File: config.mk
export PLATFORM = sky130hd
export DESIGN_NAME = mem_port_arbiter
export DESIGN_NICKNAME = d
export VERILOG_FILES = /design/src/rtl/mem_port_arbiter_pkg.sv /design/src/rtl/mem_port_arbiter_watchdog.sv /design/src/rtl/mem_port_arbiter.sv
export SDC_FILE = /design/constraint.sdc
export NUM_CORES = 1
export LEC_CHECK = 0
export CELL_PAD_IN_SITES_DETAIL_PLACEMENT = 1
export CELL_PAD_IN_SITES_GLOBAL_PLACEMENT = 2
export CORE_MARGIN = 3
export CORE_UTILIZATION = 34
export CTS_BUF_LIST = sky130_fd_sc_hd__clkbuf_8 sky130_fd_sc_hd__clkbuf_16
export DETAILED_ROUTE_END_ITERATION = 8
export DONT_BUFFER_PORTS = 1
export PLACE_DENSITY = 0.81
export REMOVE_ABC_BUFFERS = 1
export SLEW_MARGIN = 5
export SYNTH_ARGS = -nofsm -noshare
export SYNTH_HDL_FRONTEND = slang
export SYNTH_HIERARCHICAL = 1
export SYNTH_SLANG_ARGS = --single-unit
File: constraint.sdc
create_clock -name clk -period 2.1 [get_ports clk]
set_clock_uncertainty 0.15 [all_clocks]
set_input_delay 0.42 -clock clk [delete_from_list [all_inputs] [get_ports clk]]
set_output_delay 0.42 -clock clk [all_outputs]
set_load 0.02 [all_outputs]
File: src/rtl/mem_port_arbiter_pkg.sv
// Shared definitions for the unified memory port arbiter: state codes, mux
// select codes, grant bookkeeping type and the strobe decode helper.
package mem_port_arbiter_pkg;

    localparam logic [1:0] ARB_IDLE    = 2'd0;
    localparam logic [1:0] ARB_SERVE_I = 2'd1;
    localparam logic [1:0] ARB_SERVE_D = 2'd2;

    localparam logic SEL_INSTR = 1'b0;
    localparam logic SEL_DATA  = 1'b1;

    typedef enum logic {
        WIN_I = 1'b0,
        WIN_D = 1'b1
    } winner_t;

    typedef struct packed {
        logic rd;
        logic wr;
        logic sel;
    } mem_cmd_t;

    // Strobes are a pure function of the state being entered and the captured
    // store flag, so the top can register them straight from the next-state.
    function automatic mem_cmd_t cmd_for_state(input logic [1:0] state, input logic is_write);
        mem_cmd_t cmd;
        cmd = '{rd: 1'b0, wr: 1'b0, sel: SEL_INSTR};
        case (state)
            ARB_SERVE_I: cmd = '{rd: 1'b1, wr: 1'b0, sel: SEL_INSTR};
            ARB_SERVE_D: cmd = '{rd: ~is_write, wr: is_write, sel: SEL_DATA};
            default:     cmd = '{rd: 1'b0, wr: 1'b0, sel: SEL_INSTR};
        endcase
        return cmd;
    endfunction

endpackage

File: src/rtl/mem_port_arbiter_watchdog.sv
// Service watchdog: counts SERVE cycles without a memory answer and raises a
// sticky flag once the count reaches TIMEOUT_CYCLES.
module arb_watchdog #(
    parameter int TIMEOUT_CYCLES = 255,
    parameter int CNT_WIDTH      = 8
) (
    input  logic clk,
    input  logic rst,
    input  logic clear,
    input  logic inc,
    output logic timeout_err
);

    localparam logic [CNT_WIDTH-1:0] CNT_MAX     = '1;
    localparam logic [CNT_WIDTH-1:0] TIMEOUT_VAL = CNT_WIDTH'(TIMEOUT_CYCLES);

    logic [CNT_WIDTH-1:0] count_reg;
    logic [CNT_WIDTH-1:0] count_next;
    logic                 flag_reg;
    logic                 flag_next;

    always_comb begin
        count_next = count_reg;
        if (clear) begin
            count_next = '0;
        end else if (inc && (count_reg != CNT_MAX)) begin
            count_next = count_reg + 1'b1;
        end
    end

    // TIMEOUT_CYCLES >= 2, so a cleared count can never raise the flag.
    assign flag_next = flag_reg | (count_next == TIMEOUT_VAL);

    always_ff @(posedge clk or posedge rst) begin
        if (rst) begin
            count_reg <= '0;
            flag_reg  <= 1'b0;
        end else begin
            count_reg <= count_next;
            flag_reg  <= flag_next;
        end
    end

    assign timeout_err = flag_reg;

endmodule

File: src/rtl/mem_port_arbiter.sv
// Arbitrates the single unified memory port between instruction fetch and data
// access, alternating under contention and stalling the waiting side.
module mem_port_arbiter
    import mem_port_arbiter_pkg::*;
#(
    parameter int TIMEOUT_CYCLES = 255,
    parameter int CNT_WIDTH      = 8
) (
    input  logic clk,
    input  logic reset,
    input  logic i_read,
    input  logic d_read,
    input  logic d_write,
    input  logic mem_ready,
    output logic mem_read,
    output logic mem_write,
    output logic addr_select,
    output logic i_busywait,
    output logic d_busywait,
    output logic timeout_err
);

    logic [1:0] state_reg;
    logic [1:0] state_next;
    winner_t    last_winner_reg;
    winner_t    last_winner_next;
    logic       wr_reg;
    logic       wr_next;
    mem_cmd_t   cmd_reg;
    mem_cmd_t   cmd_next;
    logic       d_req;
    logic       wd_clear;
    logic       wd_inc;

    // A combined read+write request is a store.
    assign d_req = d_read | d_write;

    always_comb begin
        state_next       = state_reg;
        last_winner_next = last_winner_reg;
        wr_next          = wr_reg;
        case (state_reg)
            ARB_IDLE: begin
                if (i_read && d_req) begin
                    if (last_winner_reg == WIN_D) begin
                        state_next = ARB_SERVE_I;
                    end else begin
                        state_next = ARB_SERVE_D;
                        wr_next    = d_write;
                    end
                end else if (i_read) begin
                    state_next = ARB_SERVE_I;
                end else if (d_req) begin
                    state_next = ARB_SERVE_D;
                    wr_next    = d_write;
                end
            end
            ARB_SERVE_I: begin
                // A dropped request is a flush: abandon without crediting the win.
                if (!i_read) begin
                    state_next = ARB_IDLE;
                end else if (mem_ready) begin
                    last_winner_next = WIN_I;
                    if (d_req) begin
                        state_next = ARB_SERVE_D;
                        wr_next    = d_write;
                    end else begin
                        state_next = ARB_IDLE;
                    end
                end
            end
            ARB_SERVE_D: begin
                if (!d_req) begin
                    state_next = ARB_IDLE;
                end else if (mem_ready) begin
                    last_winner_next = WIN_D;
                    state_next       = i_read ? ARB_SERVE_I : ARB_IDLE;
                end
            end
            default: begin
                state_next = ARB_IDLE;
            end
        endcase
    end

    assign cmd_next = cmd_for_state(state_next, wr_next);

    always_ff @(posedge clk or posedge reset) begin
        if (reset) begin
            state_reg       <= ARB_IDLE;
            last_winner_reg <= WIN_D;
            wr_reg          <= 1'b0;
            cmd_reg         <= '{rd: 1'b0, wr: 1'b0, sel: SEL_INSTR};
        end else begin
            state_reg       <= state_next;
            last_winner_reg <= last_winner_next;
            wr_reg          <= wr_next;
            cmd_reg         <= cmd_next;
        end
    end

    assign mem_read    = cmd_reg.rd;
    assign mem_write   = cmd_reg.wr;
    assign addr_select = cmd_reg.sel;

    assign i_busywait = i_read & ~((state_reg == ARB_SERVE_I) & mem_ready);
    assign d_busywait = d_req  & ~((state_reg == ARB_SERVE_D) & mem_ready);

    // Entering any SERVE state (including I->D hand-over) restarts the watchdog.
    assign wd_clear = (state_next != ARB_IDLE) && (state_next != state_reg);
    assign wd_inc   = (state_reg != ARB_IDLE) && !mem_ready;

    arb_watchdog #(
        .TIMEOUT_CYCLES(TIMEOUT_CYCLES),
        .CNT_WIDTH     (CNT_WIDTH)
    ) u_watchdog (
        .clk        (clk),
        .rst        (reset),
        .clear      (wd_clear),
        .inc        (wd_inc),
        .timeout_err(timeout_err)
    );

endmodule
==> results of run 1 <==
## what timing repair did
action                     CTS  global route
hold endpoints to repair    15             0
gates resized for setup      3            10
setup endpoints to repair    2             3
hold buffers                 1             0
## cell usage after synthesis, types with 2 or more instances
| master | instances |
|---|---|
| a211o_1 | 2 |
| nor2_1 | 15 |
| o22ai_1 | 2 |
| xor2_1 | 4 |
| inv_1 | 10 |
| mux2i_1 | 4 |
| nand4_1 | 2 |
| and2_1 | 2 |
| a31oi_1 | 2 |
| nor3_1 | 3 |
| o21ai_0 | 4 |
| nand3_1 | 3 |
| dfrtp_1 | 15 |
| ha_1 | 5 |
| buf_2 | 3 |
| and4_1 | 2 |
| nor2b_1 | 2 |
| nand2_1 | 9 |
| a21oi_1 | 5 |
| a311o_1 | 2 |
| o211ai_1 | 3 |
## final cells by class
type / count / share of cell area, %
clock buffer: 4 / 4.15
sequential: 16 / 30.4
multi-input combinational: 92 / 52.1
inverter: 10 / 2.83
tap: 44 / 4.15
timing repair buffer: 10 / 6.42
## worst max-delay path, cell delays in order (launching register included)
cell     delay [ns]
dfrtp_2        0.46
buf_6          0.15
nor2_2         0.08
nand2_2        0.06
nand4_1        0.13
ha_2           0.22
a21oi_4        0.05
nor2b_1        0.13
mux2i_1        0.11
o41ai_2        0.36
## report_power, final
group | total [mW] | internal [mW] | switching [mW] | leakage [nW]
logic | 0.532 | 0.245 | 0.287 | 0.343
clock network | 0.276 | 0.166 | 0.109 | 0.0288
registers | 0.499 | 0.387 | 0.112 | 0.204
## kinds of logic (layout without fill, tap and decap cells)
group / after synthesis / count (layout) / synth area share, %
AOI/OAI and AO/OA: 31 / 31 / 20.9
xor gates and xnor gates: 5 / 5 / 3.88
and+or+nand+nor: 47 / 47 / 23.7
adders and majority gates: 5 / 5 / 5.54
muxes: 4 / 4 / 3.54
buffers and inverters: 16 / 24 / 6.87
DFF: 16 / 16 / 35.5
## metrics by stage
step,hold WS [ns],setup WS [ns],util [%],std cells,power (mW)
after floorplan,0.0727,-0.0926,-,118,0.781
after detailed placement,0.120,-0.151,39.1,171,0.977
final,0.198,0.104,42.7,176,1.31
after global placement,0.106,-0.0000518,39.1,171,0.952
after global routing,0.199,-0.00837,42.7,176,1.40
after CTS,0.192,0.00693,41.4,176,1.27
## final timing paths
check / slack (ns) / cells past startpoint / endpoint / from
worst max-delay path: 0.10 / 9 / u_watchdog/timeout_err / state_reg[1]
worst min-delay path: 0.20 / 2 / last_winner_reg / mem_ready
worst max register to register: 0.10 / 9 / u_watchdog/timeout_err / state_reg[1]
worst min register to register: 0.44 / 2 / last_winner_reg / last_winner_reg
max in group asynchronous: 1.10 / 2 / last_winner_reg / reset
min in group asynchronous: 0.42 / 2 / mem_read / reset
## metal layers
metal  global-route usage, %  part of all wire (%)  wire length, µm  up-vias
met3                    2.14                   1.8               52        7
met1                    17.2                    41             1200      456
met4                    7.01                   2.2               63        0
li1                        -                     -                -      461
met2                    28.9                    55             1600       11
met5                       0                     0                0        -
==> qor.yml, run 1 <==
cts:
  worstSkewPairLatency_ns: 0.25
  cts_buffers: 3
  htree_levels: 1
  tritoncts: "built"
  post_cts_buffers: 0
  path_clk_slew_ns: 0.06
  cts_root_buf: "clkbuf_8"
  cts.path.max_buffers: 2
  clock_sinks: 16
timing:
  hold_viol: 0
  timing.final.crit_period_ns: 2.00
  tightest_slew_ns: 0.531
  setup_violations: 0
  slew_headroom_pct: 64.4
  fmax_mhz: 501
  fin_crit_sh_pct: 95.1
  final-max-slew-violation-count: 0
  fin_tns_setup_ns: 0
outcome:
  status: "finished, final reports clean"
finish:
  layout_common_cells: "dfrtp_1, nor2_1, inv_1"
  final_common_cell: "dfrtp_1"
  largest_reg_flops: 8
  drive_above_1_share_pct: 23.5
  multi_input_area_um2: 691
  regArea_um2: 403
  antenna_cells: 0
  num-fill-cells: 377
  syn_to_final_growth_pct: 17.4
  stdcell_area_mm2: 0.00133
  layout.nets: 144
global_route:
  first_global_vias: 1048
  antenna_found_initial: 0
  track_usage_pct: 15.5
  overflow: 0
  grt_max_degree: 13
  grt_pass1_wl_um: 4890
drt:
  wl_um: 2910
  antenna_left: 0
  drc: 0
  drtPass1Iterations: 4
  via_per_inst: 5.31
  num_vias: 935
  dr.first_iter.drc_count: 60
  wl_per_cell_um: 16.5
pwr:
  p_leak_nw: 0.576
  power_density_mw_per_mm2: 986
  ir_drop_mv: 0.478
logic_synthesis:
  synth_edf_count: 0
  synthArstFlopShare_pct: 100
  yosysTopAreaCellShare_pct: 33.2
  synth.area.top_cells: "dfrtp_1, ha_1, nor2_1"
  yosys_most_used_dff: "dfrtp_1"
  avgSynthCellArea_um2: 9.11
  yosys_warnings: 6
  synth.distinct_cells: 46
  synthCells: 124
  synth_top_cell_by_area: "dfrtp_1"
  synth-seq-area-share_pct: 35.5
  netlist_area_mm2: 0.00113
  synth_seq_cells: 16
critical_path:
  cp-end-kind: "register"
  path_class: "reg -> reg"
  critPathLaunchType: "register"
  cp.arrival_ns: 1.99
  cp_data_required_time_ns: 2.09
  crit_fanout: 8
die:
  die-area_mm2: 0.00405
  core_area_mm2: 0.00310
  die_w_um: 63.6
  io-pin-count: 12
  fp.dieH_um: 63.6
  num_rows: 20
  initial_core_util_pct: 36.4
hold_path:
  min_path_type: "in -> reg"
place:
  io_buffer_count: 0
  hpwl_um: 2320
  place_area_mm2: 0.00121
  routabilityCongestion: 0.824
job:
  max_cap_violations: 0
(Power assumes the default switching activity.)
==> run 2, diff against run 1 <==
- ABC_AREA: not set -> 1
- CORE_UTILIZATION: 34 -> 31
- PLACE_DENSITY: 0.81 -> 0.82
- TNS_END_PERCENT: not set -> 100
==> run 2 against run 1 <==
Against the previous run:
- critical path depth up 4
- cell count up 30%
- power up 43%
- via count up 16%
- area after synthesis down 1.0%
- largest power group unchanged
==> qor.yml, run 2 <==
logic_synthesis:
  yosys_warnings: 6
  synth.area.top_cells: "dfrtp_1, nand2_1, inv_1"
  synth_top_family_by_area: "simple AND/OR/NAND/NOR gates"
  synth_xor_area_share_pct: 0.783
  yosys_most_used_dff: "dfrtp_1"
  synth_most_common_cell: "nand2_1"
  synth_common_cells: "nand2_1, inv_1, nor2_1, dfrtp_1, nand3_1"
  netlist_area_mm2: 0.00112
  synthSimpleGateAreaFrac_pct: 40.2
  synth.distinct_cells: 25
  synth_edf_count: 0
  muxShareOfSynthArea_pct: 0
  synth_top_cell_by_area: "dfrtp_1"
  synthArstFlopShare_pct: 100
  synth-compound-area-share_pct: 7.83
  synth-seq-area-share_pct: 35.9
  synthCells: 159
  synth_seq_cells: 16
  avgSynthCellArea_um2: 7.04
  yosysTopAreaCellShare_pct: 33.6
  synth_adder_area_share_pct: 5.59
timing:
  holdWs_ns: 0.175
  slew_headroom_pct: 76.7
  tightest_slew_ns: 0.347
  fmax_mhz: 491
  timing.final.crit_period_ns: 2.04
  rsz0062_at_grt: "yes"
  hold_viol: 0
  final-max-slew-violation-count: 0
  fin_crit_sh_pct: 96.9
  setup_violations: 0
die:
  io-pin-count: 12
  fp.dieH_um: 66.1
  core_area_mm2: 0.00342
  die-area_mm2: 0.00437
  num_rows: 21
  initial_core_util_pct: 32.7
  die_w_um: 66.1
cts:
  path_clk_slew_ns: 0.06
  tritoncts: "built"
  clock_sinks: 16
  cts_root_buf: "clkbuf_8"
  cts_buffers: 3
  htree_levels: 1
  cts.path.max_buffers: 2
  worstSkewPairLatency_ns: 0.24
global_route:
  first_global_vias: 1192
  antenna_found_initial: 0
  track_usage_pct: 14.8
  overflow: 0
  grt_pass1_wl_um: 5030
  grt_max_degree: 11
pwr:
  p_leak_nw: 0.741
  ir_drop_mv: 0.750
  sw_frac_of_total_pct: 44.7
  clkPwrFrac_pct: 12.2
  internal_power_mw: 1.03
  power_switching_mw: 0.833
  power_density_mw_per_mm2: 1250
  p_seq_share_pct: 27.2
  combPwrFrac_pct: 60.6
critical_path:
  path_class: "reg -> reg"
  cp-end-kind: "register"
  cp.arrival_ns: 2.03
  cp_data_required_time_ns: 2.09
  reg2reg_depth: 13
  reg2reg_to: "u_watchdog/timeout_err"
  r2r_slack_ns: 0.06
  crit_fanout: 6
  critPathLaunchType: "register"
  reg2reg_from: "state_reg[1]"
drt:
  dr.first_iter.drc_count: 25
  drtPass1Iterations: 4
  num_vias: 1082
  via_per_inst: 4.75
  wl_um: 3130
  drc: 0
  antenna_left: 0
  wl_per_cell_um: 13.7
hold_path:
  min_from: "mem_ready"
  min_path_type: "in -> reg"
  worstHoldEndpoint: "last_winner_reg"
  worstHoldPathCells: 1
job:
  max_cap_violations: 0
finish:
  fin_util_pct: 43.6
  layout_common_cells: "nand2_1, inv_1, buf_4"
  layout.nets: 194
  syn_to_final_growth_pct: 33.0
  final_common_cell: "nand2_1"
  antenna_cells: 0
  drive_above_1_share_pct: 35.2
  largest_reg_flops: 8
place:
  hpwl_um: 2370
  routabilityCongestion: 0.785
  io_buffer_count: 0
outcome:
  status: "finished, final reports clean"
run 2: changes by cell type after synthesis, sizes merged, moves of 3 or more:
cell and delta:
a21oi +3, and2 -3, buf -4, inv +17, mux2i -4, nand2 +39, nand3 +12, nor2 +11
o211ai -3, xor2 -3
run 2: cells by family (layout without fill, tap and decap cells):
group                    Yosys count  after routing
AO/OA/AOI/OAI                     15             15
flip-flops                        16             16
buffers and inverters             28             51
adder cells (fa/ha/maj)            5              5
XOR/XNOR                           1              1
AND/OR/NAND/NOR                   94             94
run 2: worst max-delay path by stage:
stage	end	from	slack, ns	depth (start not counted)
3_5_place_dp	u_watchdog/timeout_err	state_reg[1]	-0.11	13
3_3_place_gp	u_watchdog/timeout_err	state_reg[1]	-0.01	13
5_1_grt	u_watchdog/timeout_err	last_winner_reg	-0.11	13
4_1_cts	u_watchdog/timeout_err	state_reg[0]	0.009	17
2_1_floorplan	u_watchdog/timeout_err	d_write	0.06	15
6_report	u_watchdog/timeout_err	state_reg[1]	0.06	13
run 2: final cells by class:
class,count,area (µm²)
clock buffers,3,41.3
clock inverters,1,3.75
fillers,429,1930
inverters,27,104
multi-input cells,115,726
flip-flops and latches,16,403
well taps,46,57.6
repair buffers,20,153
run 2: what timing repair did:
action	CTS	global route
pin swaps	1	12
hold buffers	1	0
endpoints found under the setup margin	1	1
hold endpoints to repair	15	0
resized for setup	7	27
buffers inserted	1	3
run 2: power groups by stage:
stage | registers, mW | logic [mW] | clock network (mW)
finish | 0.507 | 1.13 | 0.227
global route | 0.517 | 1.26 | 0.254
CTS | 0.496 | 0.896 | 0.240
detailed placement | 0.497 | 0.824 | 0
global placement | 0.493 | 0.778 | 0
floorplan | 0.473 | 0.475 | 0
run 2: worst max-delay path: stages (launching register included):
cell	delay, ns
dfrtp_2	0.49
nor2_4	0.17
nand3_4	0.10
o21ai_4	0.21
nor2_4	0.07
ha_4	0.18
a21oi_4	0.14
inv_4	0.07
nand2_2	0.06
nor2_2	0.04
nand2_1	0.09
nor2_2	0.05
nand2_1	0.05
nand2_1	0.04
run 2: through the flow:
step                      instance area [µm²]  power [mW]  cells  worst slack, ns  setup TNS (ns)
final                                    1490        1.87    228           0.0645               0
after global routing                     1490        2.03    228           -0.108          -0.145
after detailed placement                 1280        1.32    219           -0.111          -0.111
after floorplan                          1110       0.949    158           0.0567               0
after global placement                   1280        1.27    219          -0.0110         -0.0110
after CTS                                1370        1.63    225          0.00901               0
run 2: metal layers:
layer	wire, µm	track usage, %	vias to the layer above
met2	1750	28.3	13
met4	31	5.84	0
met5	0	0	-
met1	1290	16.3	524
li1	-	-	541
met3	67	1.70	4
==> run 3, diff against run 2 <==
- CORE_UTILIZATION: 31 -> 33
- CTS_BUF_LIST: sky130_fd_sc_hd__clkbuf_8 sky130_fd_sc_hd__clkbuf_16 -> sky130_fd_sc_hd__clkbuf_2 sky130_fd_sc_hd__clkbuf_4 sky130_fd_sc_hd__clkbuf_8
- PLACE_DENSITY: 0.82 -> 0.86
==> run 3 against run 2 <==
Against the previous run:
- worst setup slack got worse by 0.048 ns
- global-route usage decreased by 0.21 points
- non-clock buffer count down 1
- via count rose by 0.37%
- power is 2.1% lower
- flip-flop and latch count stayed put
- die area decreased by 5.5%
- hold slack got worse by 0.028 ns
- register-to-register slack worse by 0.05 ns
- clock-buffer cell count up 1
- combinational power about the same
- first-iteration DRC count grew 48%
- critical path type unchanged
- critical endpoint unchanged
- largest power group unchanged
==> qor.yml, run 3 (same netlist as run 2, synthesis figures left out) <==
die:
  initial_core_util_pct: 35.5
  die-area_mm2: 0.00412
  num_rows: 20
  fp.dieH_um: 64.2
  io-pin-count: 12
  die_w_um: 64.2
  core_area_mm2: 0.00315
critical_path:
  critPathLaunchType: "register"
  path_class: "reg -> reg"
  cp-end-kind: "register"
  crit_fanout: 6
  reg2reg_depth: 14
  crit_path_frequent_cell: "nand2_1"
  crit_end: "u_watchdog/timeout_err"
  reg2reg_from: "state_reg[0]"
  cp_data_required_time_ns: 2.14
  cp.arrival_ns: 2.12
  cpPeakStageDelay_ns: 0.43
  r2r_slack_ns: 0.02
  cp-startpoint: "state_reg[0]"
  cp_cell_sequence: "inv_2 -> nor2_4 -> nand3_4 -> o21ai_4 -> nor2_4 -> ha_4 -> a21oi_4 -> inv_4 -> nand2_2 -> nor2_2 -> nand2_1 -> nor2_2 -> nand2_1 -> nand2_1"
  cpMaxStageDelayCell: "dfrtp_1"
  reg2reg_to: "u_watchdog/timeout_err"
cts:
  clock_sinks: 16
  htree_levels: 1
  cts.path.max_buffers: 2
  worstSkewPairLatency_ns: 0.29
  path_clk_slew_ns: 0.09
  cts_buffers: 3
  tritoncts: "built"
  cts_root_buf: "clkbuf_4"
finish:
  layout_common_cells: "nand2_1, inv_1, buf_4"
  largest_reg_flops: 8
  antenna_cells: 0
  layout.nets: 193
  final_common_cell: "nand2_1"
  instances_no_fill: 225
  fin_util_pct: 46.9
  drive_above_1_share_pct: 38.1
  syn_to_final_growth_pct: 32.3
place:
  place_inst: 210
  routabilityCongestion: 0.804
  io_buffer_count: 0
  hpwl_um: 2240
timing:
  setup_violations: 0
  hold_viol: 0
  slew_headroom_pct: 76.5
  rsz0062_at_grt: "yes"
  holdWs_ns: 0.147
  final-max-slew-violation-count: 0
  timing.final.crit_period_ns: 2.08
  fin_crit_sh_pct: 99.2
  fmax_mhz: 480
  fin_tns_setup_ns: 0
  tightest_slew_ns: 0.352
drt:
  num_vias: 1086
  drtPass1Iterations: 4
  drc: 0
  antenna_left: 0
  via_per_inst: 4.83
  dr.first_iter.drc_count: 37
  wl_per_cell_um: 14.1
  wl_um: 3170
global_route:
  track_usage_pct: 14.6
  grt_pass1_wl_um: 4750
  antenna_found_initial: 0
  grt_max_degree: 11
  first_global_vias: 1063
  overflow: 0
outcome:
  status: "finished, final reports clean"
job:
  max_cap_violations: 0
pwr:
  power_density_mw_per_mm2: 1230
  p_leak_nw: 0.728
  ir_drop_mv: 0.705
hold_path:
  min_path_type: "in -> reg"
[run 3: stage by stage]
step           total power [mW]  cell area, µm²  setup slack (ns)
2_1_floorplan             0.949            1110            0.0567
3_3_place_gp               1.20            1230           -0.0249
3_5_place_dp               1.22            1230            -0.107
4_1_cts                    1.49            1290            0.0131
5_1_grt                    1.97            1480            -0.107
6_report                   1.83            1480            0.0168
[run 3: cell type report]
cell class                      count  area, µm²
Fill cell                         405       1670
Multi-Input combinational cell    115        733
Sequential cell                    16        403
Timing Repair Buffer               19        149
Inverter                           27        104
Tap cell                           44       55.1
Clock buffer                        4       36.3
[run 3: worst min path at each step]
stage,endpoint,cells after the start,start
final,last_winner_reg,1,mem_ready
after global placement,mem_read,1,reset
after global routing,last_winner_reg,1,mem_ready
after detailed placement,addr_select,1,reset
after floorplan,addr_select,1,reset
after CTS,last_winner_reg,1,mem_ready
[run 3: report_power, final]
group / switching, mW / total [mW] / internal, mW
registers: 0.104 / 0.496 / 0.392
logic: 0.629 / 1.13 / 0.498
clock network: 0.0968 / 0.202 / 0.106
[run 3: timing repair]
item,in CTS,in global routing
gates resized for setup,6,33
hold endpoints to repair,15,0
setup buffers,1,9
hold buffers,1,0
pin swaps,1,20
setup endpoints to repair,1,1
[run 3: critical path: cells and delay by family, from the launching register on]
family,cells,cell delay (ns)
AOI/OAI and AO/OA,2,0.35
adders and majority gates,1,0.17
buffers and inverters,2,0.18
DFF,1,0.43
and+or+nand+nor,9,0.72
[run 3: metal layers]
layer  global-route usage [%]  vias to the layer above  wire length, µm
met5                        0                        -                0
met4                     4.75                        0               35
met3                     1.76                        6               58
met2                     22.6                       11             1550
met1                     20.9                      536             1520
li1                         -                      533                -
